[src/rtl/config_pkg.sv]
// Core configuration record type.
// Only the fields the load-buffer tracker reads are carried here:
// the load-buffer depth and the scoreboard depth.
package config_pkg;

    typedef struct packed {
        int unsigned NrLoadBufEntries;
        int unsigned NrScoreboardEntries;
    } cva6_cfg_t;

endpackage

[src/rtl/ldbuf_pkg.sv]
// Shared types for the load-buffer tracker and the load unit's forwarding path.
//   ldbuf_size_e     : access size encoding (LB/LH/LW/LD = 1/2/4/8 bytes)
//   ldbuf_meta_t     : per-load extraction info (offset, size, sign flag)
//   ldbuf_is_aligned : true when an offset is naturally aligned to a size
// The full entry record is declared in the top, because its trans_id width
// depends on the core configuration.
package ldbuf_pkg;

    typedef enum logic [1:0] {
        LB = 2'd0,
        LH = 2'd1,
        LW = 2'd2,
        LD = 2'd3
    } ldbuf_size_e;

    typedef struct packed {
        logic [2:0]  offset;
        ldbuf_size_e size;
        logic        is_signed;
    } ldbuf_meta_t;

    function automatic logic ldbuf_is_aligned(input logic [2:0] offset, input ldbuf_size_e size);
        case (size)
            LB:      return 1'b1;
            LH:      return offset[0] == 1'b0;
            LW:      return offset[1:0] == 2'b00;
            default: return offset == 3'b000;
        endcase
    endfunction

endpackage

[src/rtl/cva6_config_pkg.sv]
// Default core configuration.
// 64-bit core with 2 commit ports, 8 scoreboard entries and 2 load-buffer entries.
package cva6_config_pkg;

    localparam config_pkg::cva6_cfg_t cva6_cfg = '{
        NrLoadBufEntries:    2,
        NrScoreboardEntries: 8
    };

endpackage

[src/rtl/ldbuf_data_align.sv]
// Combinational load-data alignment and extension.
// Shifts the raw 64-bit cache word right by offset bytes, keeps the low
// 1/2/4/8 bytes and fills the upper bits by sign or zero extension.
// Ports:
//   i_data   : raw 64-bit aligned word from the cache
//   i_offset : byte offset of the access within the word
//   i_size   : access size
//   i_signed : 1 = sign-extend, 0 = zero-extend
//   o_data   : aligned, extended 64-bit result
module ldbuf_data_align
    import ldbuf_pkg::*;
(
    input  logic [63:0]  i_data,
    input  logic [2:0]   i_offset,
    input  ldbuf_size_e  i_size,
    input  logic         i_signed,
    output logic [63:0]  o_data
);

    logic [63:0] w_shifted;

    assign w_shifted = i_data >> {i_offset, 3'b000};

    always_comb begin
        o_data = w_shifted;
        case (i_size)
            LB:      o_data = {{56{i_signed & w_shifted[7]}},  w_shifted[7:0]};
            LH:      o_data = {{48{i_signed & w_shifted[15]}}, w_shifted[15:0]};
            LW:      o_data = {{32{i_signed & w_shifted[31]}}, w_shifted[31:0]};
            default: o_data = w_shifted;
        endcase
    end

endmodule

[src/rtl/ldbuf_tracker.sv]
// Load-buffer bookkeeping between load issue and data-cache responses.
// Each issued load takes the lowest free entry; the entry index is the cache
// request tag. A response frees its entry and, unless the entry was flushed,
// produces a registered writeback result one cycle later.
// Ports:
//   clk_i, rst_ni                 : clock, asynchronous active-low reset
//   flush_i                       : pipeline flush, marks in-flight entries
//   alloc_valid_i / alloc_ready_o : load issue handshake
//   alloc_trans_id_i, alloc_offset_i, alloc_size_i, alloc_signed_i : load info
//   alloc_idx_o                   : entry granted to the issuing load
//   rsp_valid_i, rsp_idx_i, rsp_data_i : cache response
//   result_valid_o, result_trans_id_o, result_data_o : writeback result
//   empty_o, full_o               : buffer occupancy status
module ldbuf_tracker
    import ldbuf_pkg::*;
#(
    parameter config_pkg::cva6_cfg_t CVA6Cfg = cva6_config_pkg::cva6_cfg,
    parameter int NrEntries = int'(CVA6Cfg.NrLoadBufEntries),
    parameter int IdxW      = (NrEntries > 1) ? $clog2(NrEntries) : 1,
    parameter int TransIdW  = $clog2(CVA6Cfg.NrScoreboardEntries)
) (
    input  logic                clk_i,
    input  logic                rst_ni,
    input  logic                flush_i,
    input  logic                alloc_valid_i,
    output logic                alloc_ready_o,
    input  logic [TransIdW-1:0] alloc_trans_id_i,
    input  logic [2:0]          alloc_offset_i,
    input  logic [1:0]          alloc_size_i,
    input  logic                alloc_signed_i,
    output logic [IdxW-1:0]     alloc_idx_o,
    input  logic                rsp_valid_i,
    input  logic [IdxW-1:0]     rsp_idx_i,
    input  logic [63:0]         rsp_data_i,
    output logic                result_valid_o,
    output logic [TransIdW-1:0] result_trans_id_o,
    output logic [63:0]         result_data_o,
    output logic                empty_o,
    output logic                full_o
);

    typedef struct packed {
        logic                valid;
        logic                flushed;
        logic [TransIdW-1:0] trans_id;
        ldbuf_meta_t         meta;
    } ldbuf_entry_t;

    ldbuf_entry_t          r_entries [NrEntries];
    logic                  r_result_valid;
    logic [TransIdW-1:0]   r_result_trans_id;
    logic [63:0]           r_result_data;

    logic [NrEntries-1:0]  w_valid;
    logic [IdxW-1:0]       w_alloc_idx;
    logic                  w_alloc_fire;
    logic                  w_rsp_in_range;
    ldbuf_entry_t          w_rsp_entry;
    logic                  w_rsp_hit;
    logic                  w_rsp_emit;
    logic [63:0]           w_aligned;

    always_comb begin
        w_valid = '0;
        for (int i = 0; i < NrEntries; i++) begin
            w_valid[i] = r_entries[i].valid;
        end
    end

    // Scan downwards so the lowest free index is the last one written.
    always_comb begin
        w_alloc_idx = '0;
        for (int i = NrEntries - 1; i >= 0; i--) begin
            if (!w_valid[i]) begin
                w_alloc_idx = IdxW'(i);
            end
        end
    end

    assign full_o        = &w_valid;
    assign empty_o       = ~|w_valid;
    assign alloc_ready_o = !full_o && !flush_i;
    assign alloc_idx_o   = w_alloc_idx;
    assign w_alloc_fire  = alloc_valid_i && alloc_ready_o;

    // Guard the lookup so a tag beyond a non-power-of-two depth reads as idle.
    assign w_rsp_in_range = int'(rsp_idx_i) < NrEntries;

    always_comb begin
        w_rsp_entry = '0;
        if (w_rsp_in_range) begin
            w_rsp_entry = r_entries[rsp_idx_i];
        end
    end

    assign w_rsp_hit  = rsp_valid_i && w_rsp_entry.valid;
    assign w_rsp_emit = w_rsp_hit && !w_rsp_entry.flushed && !flush_i;

    ldbuf_data_align u_align (
        .i_data   (rsp_data_i),
        .i_offset (w_rsp_entry.meta.offset),
        .i_size   (w_rsp_entry.meta.size),
        .i_signed (w_rsp_entry.meta.is_signed),
        .o_data   (w_aligned)
    );

    // A flushed entry stays valid until its response frees it, so it still
    // occupies a slot. The allocated entry is always free, so the allocation
    // write never collides with the flush or free updates.
    always_ff @(posedge clk_i or negedge rst_ni) begin
        if (!rst_ni) begin
            for (int i = 0; i < NrEntries; i++) begin
                r_entries[i] <= '0;
            end
        end else begin
            for (int i = 0; i < NrEntries; i++) begin
                if (flush_i && r_entries[i].valid) begin
                    r_entries[i].flushed <= 1'b1;
                end
                if (w_rsp_hit && rsp_idx_i == IdxW'(i)) begin
                    r_entries[i].valid <= 1'b0;
                end
                if (w_alloc_fire && w_alloc_idx == IdxW'(i)) begin
                    r_entries[i] <= '{
                        valid:    1'b1,
                        flushed:  1'b0,
                        trans_id: alloc_trans_id_i,
                        meta:     '{offset:    alloc_offset_i,
                                    size:      ldbuf_size_e'(alloc_size_i),
                                    is_signed: alloc_signed_i}
                    };
                end
            end
        end
    end

    // Tag and data hold their last values while no result is presented.
    always_ff @(posedge clk_i or negedge rst_ni) begin
        if (!rst_ni) begin
            r_result_valid    <= 1'b0;
            r_result_trans_id <= '0;
            r_result_data     <= '0;
        end else begin
            r_result_valid <= w_rsp_emit;
            if (w_rsp_emit) begin
                r_result_trans_id <= w_rsp_entry.trans_id;
                r_result_data     <= w_aligned;
            end
        end
    end

    assign result_valid_o    = r_result_valid;
    assign result_trans_id_o = r_result_trans_id;
    assign result_data_o     = r_result_data;

    // A response to an idle entry is tolerated and dropped; report it without
    // treating it as a hard error.
    a_rsp_to_idle: assert property (@(posedge clk_i) disable iff (!rst_ni)
        rsp_valid_i |-> w_rsp_entry.valid)
        else $warning("load-buffer response to idle entry ignored");

    a_misaligned: assert property (@(posedge clk_i) disable iff (!rst_ni)
        w_alloc_fire |-> ldbuf_is_aligned(alloc_offset_i, ldbuf_size_e'(alloc_size_i)));

    a_alloc_rsp_same_idx: assert property (@(posedge clk_i) disable iff (!rst_ni)
        !(w_alloc_fire && w_rsp_hit && rsp_idx_i == w_alloc_idx));

endmodule

[config.mk]
export PLATFORM = sky130hd
export DESIGN_NAME = ldbuf_tracker
export DESIGN_NICKNAME = d
export VERILOG_FILES = /design/src/rtl/config_pkg.sv /design/src/rtl/ldbuf_pkg.sv /design/src/rtl/cva6_config_pkg.sv /design/src/rtl/ldbuf_data_align.sv /design/src/rtl/ldbuf_tracker.sv
export SDC_FILE = /design/constraint.sdc
export NUM_CORES = 1
export LEC_CHECK = 0
export CORE_MARGIN = 3
export CORE_UTILIZATION = 33
export DETAILED_ROUTE_END_ITERATION = 10
export GPL_ROUTABILITY_DRIVEN = 0
export MAX_ROUTING_LAYER = met4
export PLACE_DENSITY = 0.68
export SYNTH_ARGS = -nofsm -noshare
export SYNTH_HDL_FRONTEND = slang
export SYNTH_SLANG_ARGS = --single-unit
[constraint.sdc]
create_clock -name clk_i -period 3.1 [get_ports clk_i]
set_clock_uncertainty 0.2 [all_clocks]
set_input_delay 0.62 -clock clk_i [delete_from_list [all_inputs] [get_ports clk_i]]
set_output_delay 0.62 -clock clk_i [all_outputs]
set_load 0.1 [all_outputs]
==> flow_summary.ini <==
[run_status]
status = finished clean

[logic_synthesis]
synth_compound_area_frac = 0.156
yosysWarnings = 0
synth_cells = 576
synth_common_cells = 94 x nor2_1, 90 x dfrtp_1, 84 x nand2_1
synth_cell_types = 41
synth_area_mm2 = 0.00531
synth_top_family_by_area = multiplexers
synth_edf_count = 0
yosysTopAreaCellShare = 0.424
synth_simple_gate_area_share = 0.171
synthAdderAreaFrac = 0
synthFlopType = dfrtp_1
synth_most_common_cell = nor2_1
synth_largest_area_cell = dfrtp_1
synthTopCellsByArea = dfrtp_1 42%, mux2i_1 9.1%, a21oi_1 7.7%, nor2_1 6.6%, mux4_2 6.4%
syn_nets = 655
async_flop_share = 1.00
postSynthAreaPerCell_um2 = 9.22
yosysSeqAreaShare = 0.424
synth_seq_cells = 90
synth_mux_area_frac = 0.203
synth_xor_area_frac = 0

[clock_network]
post-cts-setup-buffers = 0
htree_levels = 3
clk_pin_slew_ps = 70
cts.sinks = 90
cts_tree = done
cts_root_buf = clkbuf_16
clock_path_buffers = 2
postCtsHoldBufs = 0
cts_made_buffers = 9
insertion_delay_ps = 350
cts_resized = 0

[cells_and_area]
fin_area_mm2 = 0.00753
multi_input_comb_area_mm2 = 0.00285
layout-drive-gt1-share = 0.263
syn_to_final_growth_pct = 41.8
finish.utilization = 0.486
diodes = 0
final-seq-area_mm2 = 0.00225
fillers = 1438
final_nets = 834

[timing]
rsz0062_at_grt = no
slew_viol_final = 0
finalSetupTns_ps = 0
slew_headroom = 0.554
setup_violations = 0
maxClockFrequency_mhz = 372
fin_crit_ps = 2690
worstMarginPinSlew_ps = 669
period_share = 0.867
hold_viol = 0

[grt]
grt_util_all_layers = 0.225
grt.busiest_layer = met2
grt_overflow = 0
antenna_found_initial = 0
globalRouteMet3Util = 0.0779
grt_use_met2 = 0.346
grt_first_pass_wirelength_mm = 30.1
grt_pass1_vias = 5471
use_met1 = 0.270
grt_max_degree = 48

[place]
io_buffers = 150
placed_area_mm2 = 0.00720
hpwl_mm = 14.6

[drt]
drt-initial-drc-count = 644
vias = 5269
drtAntennaViolNets = 0
drt_pass1_iterations = 5
drt-wirelength-per-cell_um = 19.6
route.detailed.drc = 0
drt-vias-per-instance = 5.43
wl_mm = 19.0

[critical_path]
crit_path_max_incr_delay_ps = 340
crit_family = buffers and inverters
cpMostUsedCell = buf_4
arrival_ps = 2760
worst_setup_path_end_kind = register
critPathKind = input pin to register
critPathMaxFanout = 32
startpoint_type = input pin
worstPathRequired_ps = 3170
cpMaxStageDelayCell = mux2_4
rr_worst_depth = 6
path_cells = dlymetal6s2s_1 -> buf_4 -> mux2_4 -> buf_4 -> mux2i_1 -> a211oi_1 -> o21ai_0 -> o2111a_2 -> buf_12 -> a21oi_1
crit_cells = 10
path_buf_inv = 4

[floorplanning]
io_pins = 151
die_h_um = 133
die_w_um = 133
die_area_mm2 = 0.0176
core_area_mm2 = 0.0155
row_count = 45
start_util = 0.343

[job]
drv_cap = 0

[hold_path]
hp-class = input pin to asynchronous set/reset pin
[final timing paths]
kind | from | to | slack (ps)
worst max register to register | r_entries[3] | result_data_o[43] | 670
worst max-delay path | rsp_idx_i | result_data_o[40] | 410
worst min-delay path | rst_ni | result_data_o[15] | 90
min in group clk_i | result_data_o[11] | result_data_o[11] | 310
worst min register to register | result_data_o[11] | result_data_o[11] | 310
max in group asynchronous | rst_ni | r_entries[8] | 1920
[cell usage in the layout (no fill, tap or decap), types with 8 or more instances in the layout]
cell type / netlist / routed
nor2_1: 94 / 93
nor3_1: 9 / 9
a21oi_1: 82 / 82
buf_4: 5 / 124
mux2_2: 18 / 18
dfrtp_1: 90 / 90
mux4_2: 15 / 15
clkdlybuf4s50_1: 0 / 76
o21ai_0: 20 / 20
o22a_1: 8 / 8
mux2i_1: 48 / 47
clkbuf_16: 0 / 9
nand2_1: 84 / 84
or2_2: 8 / 8
[layer usage]
layer / vias up / wire length [um]
met1: 2541 / 7450
met2: 279 / 8920
met3: 49 / 1950
met4: 0 / 712
li1: 2400 / -
met5: - / 0
[sequential cells by signal, indices dropped and copies added, names as in the netlist]
register / count
result_valid_o: 1
result_trans_id_o: 3
r_entries: 22
result_data_o: 64
[cell families after synthesis]
family,count (synthesis)
multiplexers,85
AND/OR/NAND/NOR,219
AO/OA/AOI/OAI,138
buffers and inverters,44
flip-flops,90
[area by class of cell]
cell class                      count  share of cell area
Tap cell                          211              0.0351
Timing Repair Buffer              207               0.242
Inverter                            5             0.00249
Multi-Input combinational cell    442               0.378
Sequential cell                    90               0.299
Clock buffer                        9              0.0299
Clock inverter                      7              0.0133
[per-stage QoR]
stage          setup WS [ps]  std cells  hold slack (ps)
6_report                 411        971             90.7
3_3_place_gp            -203        955              284
4_1_cts                 57.8        971              122
3_5_place_dp            -321        955              300
5_1_grt                  269        971              126
2_1_floorplan            398        576              124
[worst reg2reg max path, cell delays in order, from the launching register on]
cell and delay (ps):
dfrtp_1 420, mux2i_4 230, mux4_2 550, mux2i_1 290, o2111a_2 310, buf_12 190, a21oi_1 120
Power is not shown: default switching activity piles up to over one toggle a cycle in this logic, so the estimate is an artifact.
